$ cat config.mk
export PLATFORM = sky130hd
export DESIGN_NAME = wb_bus_arbiter
export DESIGN_NICKNAME = d
export VERILOG_FILES = /design/src/rtl/wb_bus_arbiter_pkg.sv /design/src/rtl/bus_watchdog.sv /design/src/rtl/wb_bus_arbiter.sv
export SDC_FILE = /design/constraint.sdc
export NUM_CORES = 1
export LEC_CHECK = 0
export CAP_MARGIN = 25
export CORE_AREA = 2 2 91 93
export DETAILED_ROUTE_END_ITERATION = 8
export DIE_AREA = 0 0 93 95
export PLACE_DENSITY = 0.85
export REMOVE_ABC_BUFFERS = 1
export SETUP_SLACK_MARGIN = 0.02
export SYNTH_ARGS = -nofsm -noshare
export SYNTH_HDL_FRONTEND = slang
export SYNTH_SLANG_ARGS = --single-unit
export TNS_END_PERCENT = 100
$ cat constraint.sdc
create_clock -name clk_i -period 3.7 [get_ports clk_i]
set_input_delay 0.74 -clock clk_i [delete_from_list [all_inputs] [get_ports clk_i]]
set_output_delay 0.74 -clock clk_i [all_outputs]
set_load 0.05 [all_outputs]
$ cat src/rtl/wb_bus_arbiter_pkg.sv
// Shared definitions for the Wishbone-style two-master bus arbiter.
// Holds the slave count, the slave base map (CH1..CH8, CLKA..CLKD),
// the arbiter state encoding, the default error read data and the
// address-to-strobe decode helpers.
package wb_bus_arbiter_pkg;

  localparam int NUM_SLAVES = 12;

  // Read data returned to a master when a transaction ends in error.
  localparam logic [7:0] ERR_DATA_DEFAULT = 8'hFF;

  // Slave base values, matched against adr[7:4].
  localparam logic [3:0] CH1_BASE  = 4'd0;
  localparam logic [3:0] CH2_BASE  = 4'd1;
  localparam logic [3:0] CH3_BASE  = 4'd2;
  localparam logic [3:0] CH4_BASE  = 4'd3;
  localparam logic [3:0] CH5_BASE  = 4'd4;
  localparam logic [3:0] CH6_BASE  = 4'd5;
  localparam logic [3:0] CH7_BASE  = 4'd6;
  localparam logic [3:0] CH8_BASE  = 4'd7;
  localparam logic [3:0] CLKA_BASE = 4'd8;
  localparam logic [3:0] CLKB_BASE = 4'd9;
  localparam logic [3:0] CLKC_BASE = 4'd10;
  localparam logic [3:0] CLKD_BASE = 4'd11;

  typedef enum logic [1:0] {
    ST_IDLE = 2'b00,
    ST_BUSY = 2'b01,
    ST_DONE = 2'b10
  } arb_state_e;

  // One-hot slave strobe for a slave select field; unmapped selects give zero.
  function automatic logic [NUM_SLAVES-1:0] slave_decode(input logic [3:0] sel);
    logic [NUM_SLAVES-1:0] oh;
    oh = {NUM_SLAVES{1'b0}};
    case (sel)
      CH1_BASE:  oh[CH1_BASE]  = 1'b1;
      CH2_BASE:  oh[CH2_BASE]  = 1'b1;
      CH3_BASE:  oh[CH3_BASE]  = 1'b1;
      CH4_BASE:  oh[CH4_BASE]  = 1'b1;
      CH5_BASE:  oh[CH5_BASE]  = 1'b1;
      CH6_BASE:  oh[CH6_BASE]  = 1'b1;
      CH7_BASE:  oh[CH7_BASE]  = 1'b1;
      CH8_BASE:  oh[CH8_BASE]  = 1'b1;
      CLKA_BASE: oh[CLKA_BASE] = 1'b1;
      CLKB_BASE: oh[CLKB_BASE] = 1'b1;
      CLKC_BASE: oh[CLKC_BASE] = 1'b1;
      CLKD_BASE: oh[CLKD_BASE] = 1'b1;
      default:   oh = {NUM_SLAVES{1'b0}};
    endcase
    return oh;
  endfunction

  // True when the select field addresses an existing slave.
  function automatic logic slave_valid(input logic [3:0] sel);
    return (sel <= CLKD_BASE);
  endfunction

endpackage

$ cat src/rtl/bus_watchdog.sv
// Transaction watchdog for the bus arbiter.
// Counts enabled cycles since the last clear and flags the cycle in which
// the TIMEOUT-th enabled cycle is in progress, so the owner can abort at
// the end of that cycle.
// Ports:
//   clk_i   - system clock
//   rst_i   - synchronous active-low reset
//   clear   - return the count to zero
//   enable  - count this cycle
//   expired - this enabled cycle is the TIMEOUT-th one
module bus_watchdog #(
  parameter int TIMEOUT = 16
) (
  input  logic clk_i,
  input  logic rst_i,
  input  logic clear,
  input  logic enable,
  output logic expired
);

  localparam int              CNT_W    = $clog2(TIMEOUT + 1);
  localparam logic [CNT_W-1:0] LAST_CNT = CNT_W'(TIMEOUT - 1);
  localparam logic [CNT_W-1:0] MAX_CNT  = CNT_W'(TIMEOUT);
  localparam logic [CNT_W-1:0] ONE_CNT  = CNT_W'(1);

  logic [CNT_W-1:0] cnt_r;

  // Cycle counter; saturates at TIMEOUT so it can never wrap back to zero.
  always_ff @(posedge clk_i) begin
    if (!rst_i) begin
      cnt_r <= {CNT_W{1'b0}};
    end else if (clear) begin
      cnt_r <= {CNT_W{1'b0}};
    end else if (enable && (cnt_r != MAX_CNT)) begin
      cnt_r <= cnt_r + ONE_CNT;
    end else begin
      cnt_r <= cnt_r;
    end
  end

  assign expired = enable && (cnt_r == LAST_CNT);

endmodule

$ cat src/rtl/wb_bus_arbiter.sv
// Two-master, twelve-slave bus arbiter with round-robin arbitration,
// address decode and a transaction watchdog.
// A request accepted in IDLE is driven to the selected slave during BUSY;
// the slave ack, an unmapped address or a watchdog timeout ends it, and
// the result is presented to the granted master for one DONE cycle.
// Ports:
//   clk_i, rst_i           - clock, synchronous active-low reset
//   mX_stb_i/we_i/adr_i/dat_i - master request (m0 host, m1 sequencer)
//   mX_dat_o/ack_o/err_o   - master response (err valid with ack)
//   s_stb_o                - one-hot slave strobe
//   s_we_o/adr_o/dat_o     - shared slave request fields
//   s_dat_i/s_ack_i        - per-slave read data and acknowledge
//   grant_o                - one-hot current owner, zero when idle
module wb_bus_arbiter
  import wb_bus_arbiter_pkg::*;
#(
  parameter int         TIMEOUT  = 16,
  parameter logic [7:0] ERR_DATA = ERR_DATA_DEFAULT
) (
  input  logic                      clk_i,
  input  logic                      rst_i,
  input  logic                      m0_stb_i,
  input  logic                      m1_stb_i,
  input  logic                      m0_we_i,
  input  logic                      m1_we_i,
  input  logic [7:0]                m0_adr_i,
  input  logic [7:0]                m1_adr_i,
  input  logic [7:0]                m0_dat_i,
  input  logic [7:0]                m1_dat_i,
  output logic [7:0]                m0_dat_o,
  output logic [7:0]                m1_dat_o,
  output logic                      m0_ack_o,
  output logic                      m1_ack_o,
  output logic                      m0_err_o,
  output logic                      m1_err_o,
  output logic [NUM_SLAVES-1:0]     s_stb_o,
  output logic                      s_we_o,
  output logic [3:0]                s_adr_o,
  output logic [7:0]                s_dat_o,
  input  logic [8*NUM_SLAVES-1:0]   s_dat_i,
  input  logic [NUM_SLAVES-1:0]     s_ack_i,
  output logic [1:0]                grant_o
);

  arb_state_e            state_r, state_nxt;
  logic [1:0]            grant_r, grant_nxt;
  logic                  last_m1_r, last_m1_nxt;
  logic [7:0]            adr_r, adr_nxt;
  logic                  we_r, we_nxt;
  logic [7:0]            wdat_r, wdat_nxt;
  logic [NUM_SLAVES-1:0] s_stb_r, s_stb_nxt;
  logic [7:0]            m0_dat_r, m0_dat_nxt;
  logic [7:0]            m1_dat_r, m1_dat_nxt;
  logic                  m0_ack_r, m0_ack_nxt;
  logic                  m1_ack_r, m1_ack_nxt;
  logic                  m0_err_r, m0_err_nxt;
  logic                  m1_err_r, m1_err_nxt;

  logic                  sel_ack_s;
  logic [7:0]            sel_dat_s;
  logic                  pick_m1_s;
  logic                  fin_s;
  logic                  fin_err_s;
  logic [7:0]            fin_dat_s;
  logic                  wd_clear_s;
  logic                  wd_enable_s;
  logic                  wd_expired_s;

  // Only the strobed slave can complete the transaction; other acks are masked.
  assign sel_ack_s = |(s_ack_i & s_stb_r);

  // Read data mux driven by the registered one-hot strobe.
  always_comb begin
    sel_dat_s = 8'h00;
    for (int n = 0; n < NUM_SLAVES; n++) begin
      sel_dat_s = sel_dat_s | ({8{s_stb_r[n]}} & s_dat_i[8*n +: 8]);
    end
  end

  // On a tie the master not served last wins; otherwise the sole requester wins.
  assign pick_m1_s = m1_stb_i && (!m0_stb_i || !last_m1_r);

  assign wd_clear_s  = (state_r != ST_BUSY);
  assign wd_enable_s = (state_r == ST_BUSY) && !sel_ack_s;

  bus_watchdog #(
    .TIMEOUT (TIMEOUT)
  ) u_bus_watchdog (
    .clk_i   (clk_i),
    .rst_i   (rst_i),
    .clear   (wd_clear_s),
    .enable  (wd_enable_s),
    .expired (wd_expired_s)
  );

  // State and registered-output update.
  always_ff @(posedge clk_i) begin
    if (!rst_i) begin
      state_r   <= ST_IDLE;
      grant_r   <= 2'b00;
      last_m1_r <= 1'b1;
      adr_r     <= 8'h00;
      we_r      <= 1'b0;
      wdat_r    <= 8'h00;
      s_stb_r   <= {NUM_SLAVES{1'b0}};
      m0_dat_r  <= 8'h00;
      m1_dat_r  <= 8'h00;
      m0_ack_r  <= 1'b0;
      m1_ack_r  <= 1'b0;
      m0_err_r  <= 1'b0;
      m1_err_r  <= 1'b0;
    end else begin
      state_r   <= state_nxt;
      grant_r   <= grant_nxt;
      last_m1_r <= last_m1_nxt;
      adr_r     <= adr_nxt;
      we_r      <= we_nxt;
      wdat_r    <= wdat_nxt;
      s_stb_r   <= s_stb_nxt;
      m0_dat_r  <= m0_dat_nxt;
      m1_dat_r  <= m1_dat_nxt;
      m0_ack_r  <= m0_ack_nxt;
      m1_ack_r  <= m1_ack_nxt;
      m0_err_r  <= m0_err_nxt;
      m1_err_r  <= m1_err_nxt;
    end
  end

  // Next-state and next-output logic for IDLE -> BUSY -> DONE -> IDLE.
  always_comb begin
    state_nxt   = state_r;
    grant_nxt   = grant_r;
    last_m1_nxt = last_m1_r;
    adr_nxt     = adr_r;
    we_nxt      = we_r;
    wdat_nxt    = wdat_r;
    s_stb_nxt   = s_stb_r;
    m0_dat_nxt  = m0_dat_r;
    m1_dat_nxt  = m1_dat_r;
    m0_ack_nxt  = 1'b0;
    m1_ack_nxt  = 1'b0;
    m0_err_nxt  = 1'b0;
    m1_err_nxt  = 1'b0;
    fin_s       = 1'b0;
    fin_err_s   = 1'b0;
    fin_dat_s   = ERR_DATA;

    case (state_r)
      ST_IDLE: begin
        if (m0_stb_i || m1_stb_i) begin
          state_nxt   = ST_BUSY;
          last_m1_nxt = pick_m1_s;
          if (pick_m1_s) begin
            grant_nxt = 2'b10;
            adr_nxt   = m1_adr_i;
            we_nxt    = m1_we_i;
            wdat_nxt  = m1_dat_i;
            s_stb_nxt = slave_decode(m1_adr_i[7:4]);
          end else begin
            grant_nxt = 2'b01;
            adr_nxt   = m0_adr_i;
            we_nxt    = m0_we_i;
            wdat_nxt  = m0_dat_i;
            s_stb_nxt = slave_decode(m0_adr_i[7:4]);
          end
        end else begin
          state_nxt = ST_IDLE;
          grant_nxt = 2'b00;
          s_stb_nxt = {NUM_SLAVES{1'b0}};
        end
      end

      ST_BUSY: begin
        // Priority: unmapped address, then slave ack, then watchdog.
        if (!slave_valid(adr_r[7:4])) begin
          fin_s     = 1'b1;
          fin_err_s = 1'b1;
          fin_dat_s = ERR_DATA;
        end else if (sel_ack_s) begin
          fin_s     = 1'b1;
          fin_err_s = 1'b0;
          fin_dat_s = sel_dat_s;
        end else if (wd_expired_s) begin
          fin_s     = 1'b1;
          fin_err_s = 1'b1;
          fin_dat_s = ERR_DATA;
        end else begin
          fin_s     = 1'b0;
          fin_err_s = 1'b0;
          fin_dat_s = ERR_DATA;
        end

        if (fin_s) begin
          state_nxt = ST_DONE;
          s_stb_nxt = {NUM_SLAVES{1'b0}};
          if (grant_r[1]) begin
            m1_ack_nxt = 1'b1;
            m1_err_nxt = fin_err_s;
            m1_dat_nxt = fin_dat_s;
          end else begin
            m0_ack_nxt = 1'b1;
            m0_err_nxt = fin_err_s;
            m0_dat_nxt = fin_dat_s;
          end
        end else begin
          state_nxt = ST_BUSY;
        end
      end

      ST_DONE: begin
        state_nxt = ST_IDLE;
        grant_nxt = 2'b00;
        s_stb_nxt = {NUM_SLAVES{1'b0}};
      end

      default: begin
        state_nxt = ST_IDLE;
        grant_nxt = 2'b00;
        s_stb_nxt = {NUM_SLAVES{1'b0}};
      end
    endcase
  end

  assign m0_dat_o = m0_dat_r;
  assign m1_dat_o = m1_dat_r;
  assign m0_ack_o = m0_ack_r;
  assign m1_ack_o = m1_ack_r;
  assign m0_err_o = m0_err_r;
  assign m1_err_o = m1_err_r;
  assign s_stb_o  = s_stb_r;
  assign s_we_o   = we_r;
  assign s_adr_o  = adr_r[3:0];
  assign s_dat_o  = wdat_r;
  assign grant_o  = grant_r;

endmodule

# Yosys cells after proc, flatten, opt, wreduce, memory -nomap -nowiden
# Index checks and enable logic that the tools add are counted.
[totals] output_inout_bits=47 inputBits=146 ff_bits=59
[classes] n_eq_ne=27 n_bitwise=28 add_sub_neg=1 order_cmp=1 muxes=47 reduce_logical=20
[ops] op="bitwise AND 8 bit" count=12
[ops] op="OR 8 bit" count=11
[ops] op="two-way mux 12 bit" count=3
[ops] op="two-way mux 1 bit" count=34
[ops] op="== test 4 x 3 -> 1 bit (second input constant)" count=8
[ops] op="== test 4 bit (second input constant)" count=8
[ops] op="two-way mux 8 bit" count=4
[ops] op="one-hot mux 12 bit (2 select lines)" count=1
[ops] op="== test 4 x 2 -> 1 bit (second input constant)" count=4
[ops] op="bitwise AND 12 bit" count=1
[ops] op="OR reduction 12 bit" count=1
[ops] op="AND reduction 3 bit" count=3
[ops] op="== test 4 x 1 -> 1 bit (second input constant)" count=2
[ops] op="logical NOT 4 bit" count=2
[ops] op="one-hot mux 2 bit (2 select lines)" count=2
[ops] op="two-way mux 2 bit" count=3
[ops] op="adder 5 x 1 -> 5 bit (second input constant)" count=1
[ops] op="== test 5 x 4 -> 1 bit (second input constant)" count=1
[ops] op="inequality test 5 bit (second input constant)" count=1
[ops] op="less-or-equal comparator 4 bit (second input constant)" count=1
[ops] op="logical AND 1 bit" count=4
[ops] op="inequality test 2 x 1 -> 1 bit (second input constant)" count=2
[ops] op="NOT 1 bit" count=4
[ops] op="AND reduction 4 bit" count=1
[ops] op="other kinds (7)" count=10

# Depth between registers and ports, before layout
[logic_depth] word_depth=14 mapped_depth=9 ltp_nobuf=8

# By module
# From an unflattened synthesis, not the netlist that was laid out.
[hier_totals] cells_unflattened=334 hier_area_um2=3055.4
[modules_own_cells] mod="wb_bus_arbiter" seq_area_each_um2=1041.0 cells_per_inst=301 area_per_inst_um2=2748.9 n_inst=1
[modules_own_cells] mod="bus_watchdog" seq_area_each_um2=100.1 cells_per_inst=33 area_per_inst_um2=306.5 n_inst=1

# Least setup slack after synthesis
# OpenSTA, ideal clock, no wires.
[synth_timing] path_type="register to register" startpoint="register u_bus_watchdog.cnt_r[0]" endpoint="register m1_dat_r[0], in the netlist m1_dat_o[0]" setup_slack_ps=1698 arrival_time_ps=1876 path_stages_with_launch=10 t_required_ps=3574 n_path_buf=1 path_cell_list="dfxtp_1 > ha_1 > and3_1 > ha_1 > a21oi_1 > nand4b_4 > nor3_4 > or2_2 > buf_2 > o21ai_0"
[synth_via] elab_chain_cells=7
[synth_lines] item="start: declaration" line_no="bus_watchdog.sv:26" text="logic [CNT_W-1:0] cnt_r;"
[synth_lines] item="start signal: assignment" line_no="bus_watchdog.sv:31" text="cnt_r <= {CNT_W{1'b0}};"
[synth_lines] item="start signal: assignment" line_no="bus_watchdog.sv:33" text="cnt_r <= {CNT_W{1'b0}};"
[synth_lines] item="start signal: assignment" line_no="bus_watchdog.sv:35" text="cnt_r <= cnt_r + ONE_CNT;"
[synth_lines] item="== test 5 x 4 -> 1 bit" line_no="bus_watchdog.sv:41" text="assign expired = enable && (cnt_r == LAST_CNT);"
[synth_lines] item="logical AND 1 bit" line_no="bus_watchdog.sv:41"
[synth_lines] item="two-way mux 1 bit" line_no="wb_bus_arbiter.sv:183" text="end else if (wd_expired_s) begin"
[synth_lines] item="two-way mux 1 bit" line_no="wb_bus_arbiter.sv:179" text="end else if (sel_ack_s) begin"
[synth_lines] item="two-way mux 1 bit" line_no="wb_bus_arbiter.sv:175" text="if (!slave_valid(adr_r[7:4])) begin"
[synth_lines] item="two-way mux 1 bit" line_no="wb_bus_arbiter.sv:148" text="case (state_r)"
[synth_lines] item="AND reduction 3 bit (no line)"
[synth_lines] item="end signal: assignment" line_no="wb_bus_arbiter.sv:121" text="m1_dat_r <= m1_dat_nxt;"
[synth_lines] item="end: declaration" line_no="wb_bus_arbiter.sv:53" text="logic [7:0] m1_dat_r, m1_dat_nxt;"
# No other way between the ends. The select of a mux whose other input is x is not followed.
# A chain may end at the register's enable or synchronous reset.

# Worst setup path after layout
[layout_timing] startpoint="register s_stb_r[3], in the netlist s_stb_o[3]" endpoint="output s_stb_o[3]"
[layout_lines] item="start: declaration" line_no="wb_bus_arbiter.sv:51" text="logic [NUM_SLAVES-1:0] s_stb_r, s_stb_nxt;"
[layout_lines] item="start signal: assignment" line_no="wb_bus_arbiter.sv:105" text="s_stb_r <= {NUM_SLAVES{1'b0}};"
[layout_lines] item="start signal: assignment" line_no="wb_bus_arbiter.sv:119" text="s_stb_r <= s_stb_nxt;"
[layout_lines] item="end: declaration" line_no="wb_bus_arbiter.sv:36" text="output logic [NUM_SLAVES-1:0] s_stb_o,"
# No word-level cell between the ends.

==> flow_metrics.env <==
export IMPL_status="finished clean"
export IMPL_ff2ff_setup_slack_ns=1.31
export IMPL_transition_at_the_pin_with_the_smallest_max_transition_slack_ns=0.8807
export IMPL_max_cap_violations=0
export IMPL_fillers=664
export IMPL_ys_dominant_reg_cell="dfxtp_1"
export IMPL_post_synth_instance_area_um2=3064
export IMPL_cts_max_path_buffers=2
export IMPL_layout_common_cells="192 x clkdlybuf4s50_1, 57 x dfxtp_1, 37 x a22o_1"
export IMPL_finalWorstSetupSlack_ns=0.9789
export IMPL_route_final_wire_length_um=12110
export IMPL_timing_clock_skew_ns=0.005566
export IMPL_number_of_buffers_inserted_by_port_buffering=192
export IMPL_endpoint_of_the_worst_slack_reg_to_reg_timing_path="m0_dat_o[1]"
export IMPL_post_cts_resized_instances=0
export IMPL_hp_class="flop to flop"
export IMPL_yosys_cell_types_count=50
export IMPL_buffers_and_inverters_on_the_worst_path=1
export IMPL_synth_enable_flop_cells=0
export IMPL_power_per_cell_area_nw_per_um2=340.8
export IMPL_area_of_the_core_um2=7928
export IMPL_fin_nets=651
export IMPL_cts_root_buf="clkbuf_8"
export IMPL_route_detailed_drc=0
export IMPL_whs_path_depth=2
export IMPL_worst_setup_path_start_kind="flop"
export IMPL_dp_worst_setup_slack_ns=0.7475
export IMPL_finalMaxSlewViolations=0
export IMPL_initial_core_util=0.3865
export IMPL_die_area_um2=8835
export IMPL_clock_insertion_delay_worst_skew_ns=0.33
export IMPL_drtPass1Iterations=6
export IMPL_fin_tns_setup_ns=0
export IMPL_synthArstFlopShare=0
export IMPL_crit_required_ns=2.96
export IMPL_cts_tree="done"
export IMPL_detailedPlacementHpwl_um=9101
export IMPL_crit_type="flop to output port"
export IMPL_detail_route_vias_per_cell=5.907
export IMPL_cell_area_after_placement_um2=4937
export IMPL_numCtsBuffers=9
export IMPL_largest_net_degree_at_the_start_of_global_routing=41
export IMPL_layout_min_cycle_time_ns=2.721
export IMPL_detailedRoute_firstIterationViolations=269
export IMPL_yosysWarningCount=0
export IMPL_antennaDiodeCount=0
export IMPL_num_io_pins=193
export IMPL_hold_end="m0_dat_o[7]"
export IMPL_placementRows=33
export IMPL_postCtsSetupBuffers=0
export IMPL_post_dr_wirelength_cell_um=19.78
export IMPL_cts_sinks=57
export IMPL_clkSlewWorstSetupHoldPaths_ns=0.06
export IMPL_final_common_cell="clkdlybuf4s50_1"
export IMPL_seq_area_um2=1141
export IMPL_total_area_of_multi_input_combinational_cells_um2=1687
export IMPL_track_usage=0.2666
export IMPL_cpMaxStageDelayCell="clkdlybuf4s50_1"
export IMPL_rr_startpoint="u_bus_watchdog.cnt_r[0]"
export IMPL_vdd_ir_drop_worst_mv=0.2676
export IMPL_cts_hold_buffers=0
export IMPL_layout_worst_path_cycle_share=0.7354
export IMPL_place_congestion=0.9733
export IMPL_post_syn_area_per_cell_um2=9.342
export IMPL_grt_setup_unrepaired="no"
export IMPL_timing_hold_worst_start="m0_dat_o[7]"
export IMPL_number_of_storage_elements_in_the_synthesis_netlist=57
export IMPL_hold_ws_ns=0.5189
export IMPL_arrival_ns=1.98
export IMPL_die_span_in_x_um=93
export IMPL_finalInstanceArea_um2=5119
export IMPL_drtAntennaViolNets=0
export IMPL_grt_overflow=0
export IMPL_htree_num_levels=3
export IMPL_cp_max_fo=11
export IMPL_end_kind="output port"
export IMPL_areaGrowthSynthToFinish_pct=67.05
export IMPL_p_leak_nw=1.884
export IMPL_drive_above_1_share=0.06312
export IMPL_max_slew_margin_rel=0.4125
export IMPL_fp_dieH_um=95
export IMPL_grt_pass1_wl_um=18240
export IMPL_seq_area_frac_synth=0.3724
export IMPL_num_vias=3615
export IMPL_grt_pass1_vias=3458
export IMPL_timing_fmax_mhz=367.5
export IMPL_antenna_violations_before_repair=0
export IMPL_final_hold_viol_count=0
export IMPL_critical_path_cell_list="clkdlybuf4s50_1"
export IMPL_finalSetupViolCount=0
export IMPL_critical_path_top_delay_family="buffers and inverters"
export IMPL_postSynthCellCount=328
export IMPL_worstRegToRegCells=8
export IMPL_crit_path_max_cell_delay_ns=0.93
-- state kept, by name, indices dropped and copies added (netlist names) --
signal and flops:
s_stb_o 12, m0_dat_o 8, m1_dat_o 8, s_dat_o 8
adr_r 6, u_bus_watchdog.cnt_r 5, grant_o 2, state_r 2
last_m1_r 1, m0_ack_o 1, m0_err_o 1, m1_ack_o 1
m1_err_o 1, s_we_o 1
-- logic make-up after synthesis --
group,synth area share
AO/OA/AOI/OAI,0.3740
AND/OR/NAND/NOR,0.1576
flip-flops,0.3724
buffers and inverters,0.07718
adder cells (fa/ha/maj),0.01225
multiplexers,0.006534
-- area by class of cell --
cell class | instances | share of cell area
clock inverter | 3 | 0.002933
timing repair buffer | 197 | 0.3828
sequential | 57 | 0.2229
multi-input combinational | 230 | 0.3295
clock buffer | 13 | 0.03104
tap | 105 | 0.02567
inverter | 7 | 0.005133
-- worst max-delay path by stage --
stage | start | end | slack [ns] | cells after the start
2_1_floorplan | m1_stb_i | s_stb_o[0] | 1.50 | 4
3_3_place_gp | m1_stb_i | s_stb_o[0] | 0.86 | 5
3_5_place_dp | m1_stb_i | s_dat_o[3] | 0.75 | 5
4_1_cts | s_stb_o[2] | s_stb_o[2] | 0.99 | 1
5_1_grt | m1_stb_i | s_we_o | 0.93 | 5
6_report | s_stb_o[3] | s_stb_o[3] | 0.98 | 1
-- routing by layer --
metal  routed length [µm]  up-vias  track usage
met4                  289        0      0.09559
met1                 5109     1729       0.3549
met5                    0        -            0
met3                  957       34      0.05986
met2                 5750      200       0.4257
li1                     -     1652            -
-- cell usage after synthesis, drive strengths merged, types with 3 or more instances --
master | n | area (µm²)
a21oi | 18 | 90.09
a221oi | 24 | 210.2
a222oi | 13 | 130.1
a22o | 37 | 324.1
a22oi | 4 | 58.81
buf | 26 | 180.2
clkbuf | 8 | 30.03
dfxtp | 57 | 1141
ha | 3 | 37.54
inv | 7 | 26.28
nand2 | 15 | 63.81
nand2b | 4 | 25.02
nand3 | 6 | 30.03
nand4 | 10 | 62.56
nor2 | 8 | 30.03
nor2b | 16 | 100.1
nor3 | 3 | 31.28
o211ai | 16 | 120.1
o21ai | 22 | 110.1
-- power breakdown --
part | leakage (nW) | switching [mW] | internal (mW) | total, mW
logic | 1.33 | 0.285 | 0.266 | 0.551
registers | 0.464 | 0.0348 | 0.652 | 0.687
clock network | 0.0932 | 0.230 | 0.276 | 0.507
total | 1.88 | 0.550 | 1.19 | 1.74
-- through the flow --
step                total power, mW  instances    util
floorplan                    0.9500        294       -
global placement              1.231        595  0.6228
detailed placement            1.241        595  0.6228
CTS                           1.745        611  0.6447
global route                  1.811        612  0.6457
finish                        1.744        612  0.6457
No activity file was read; power rests on OpenSTA's default activity.
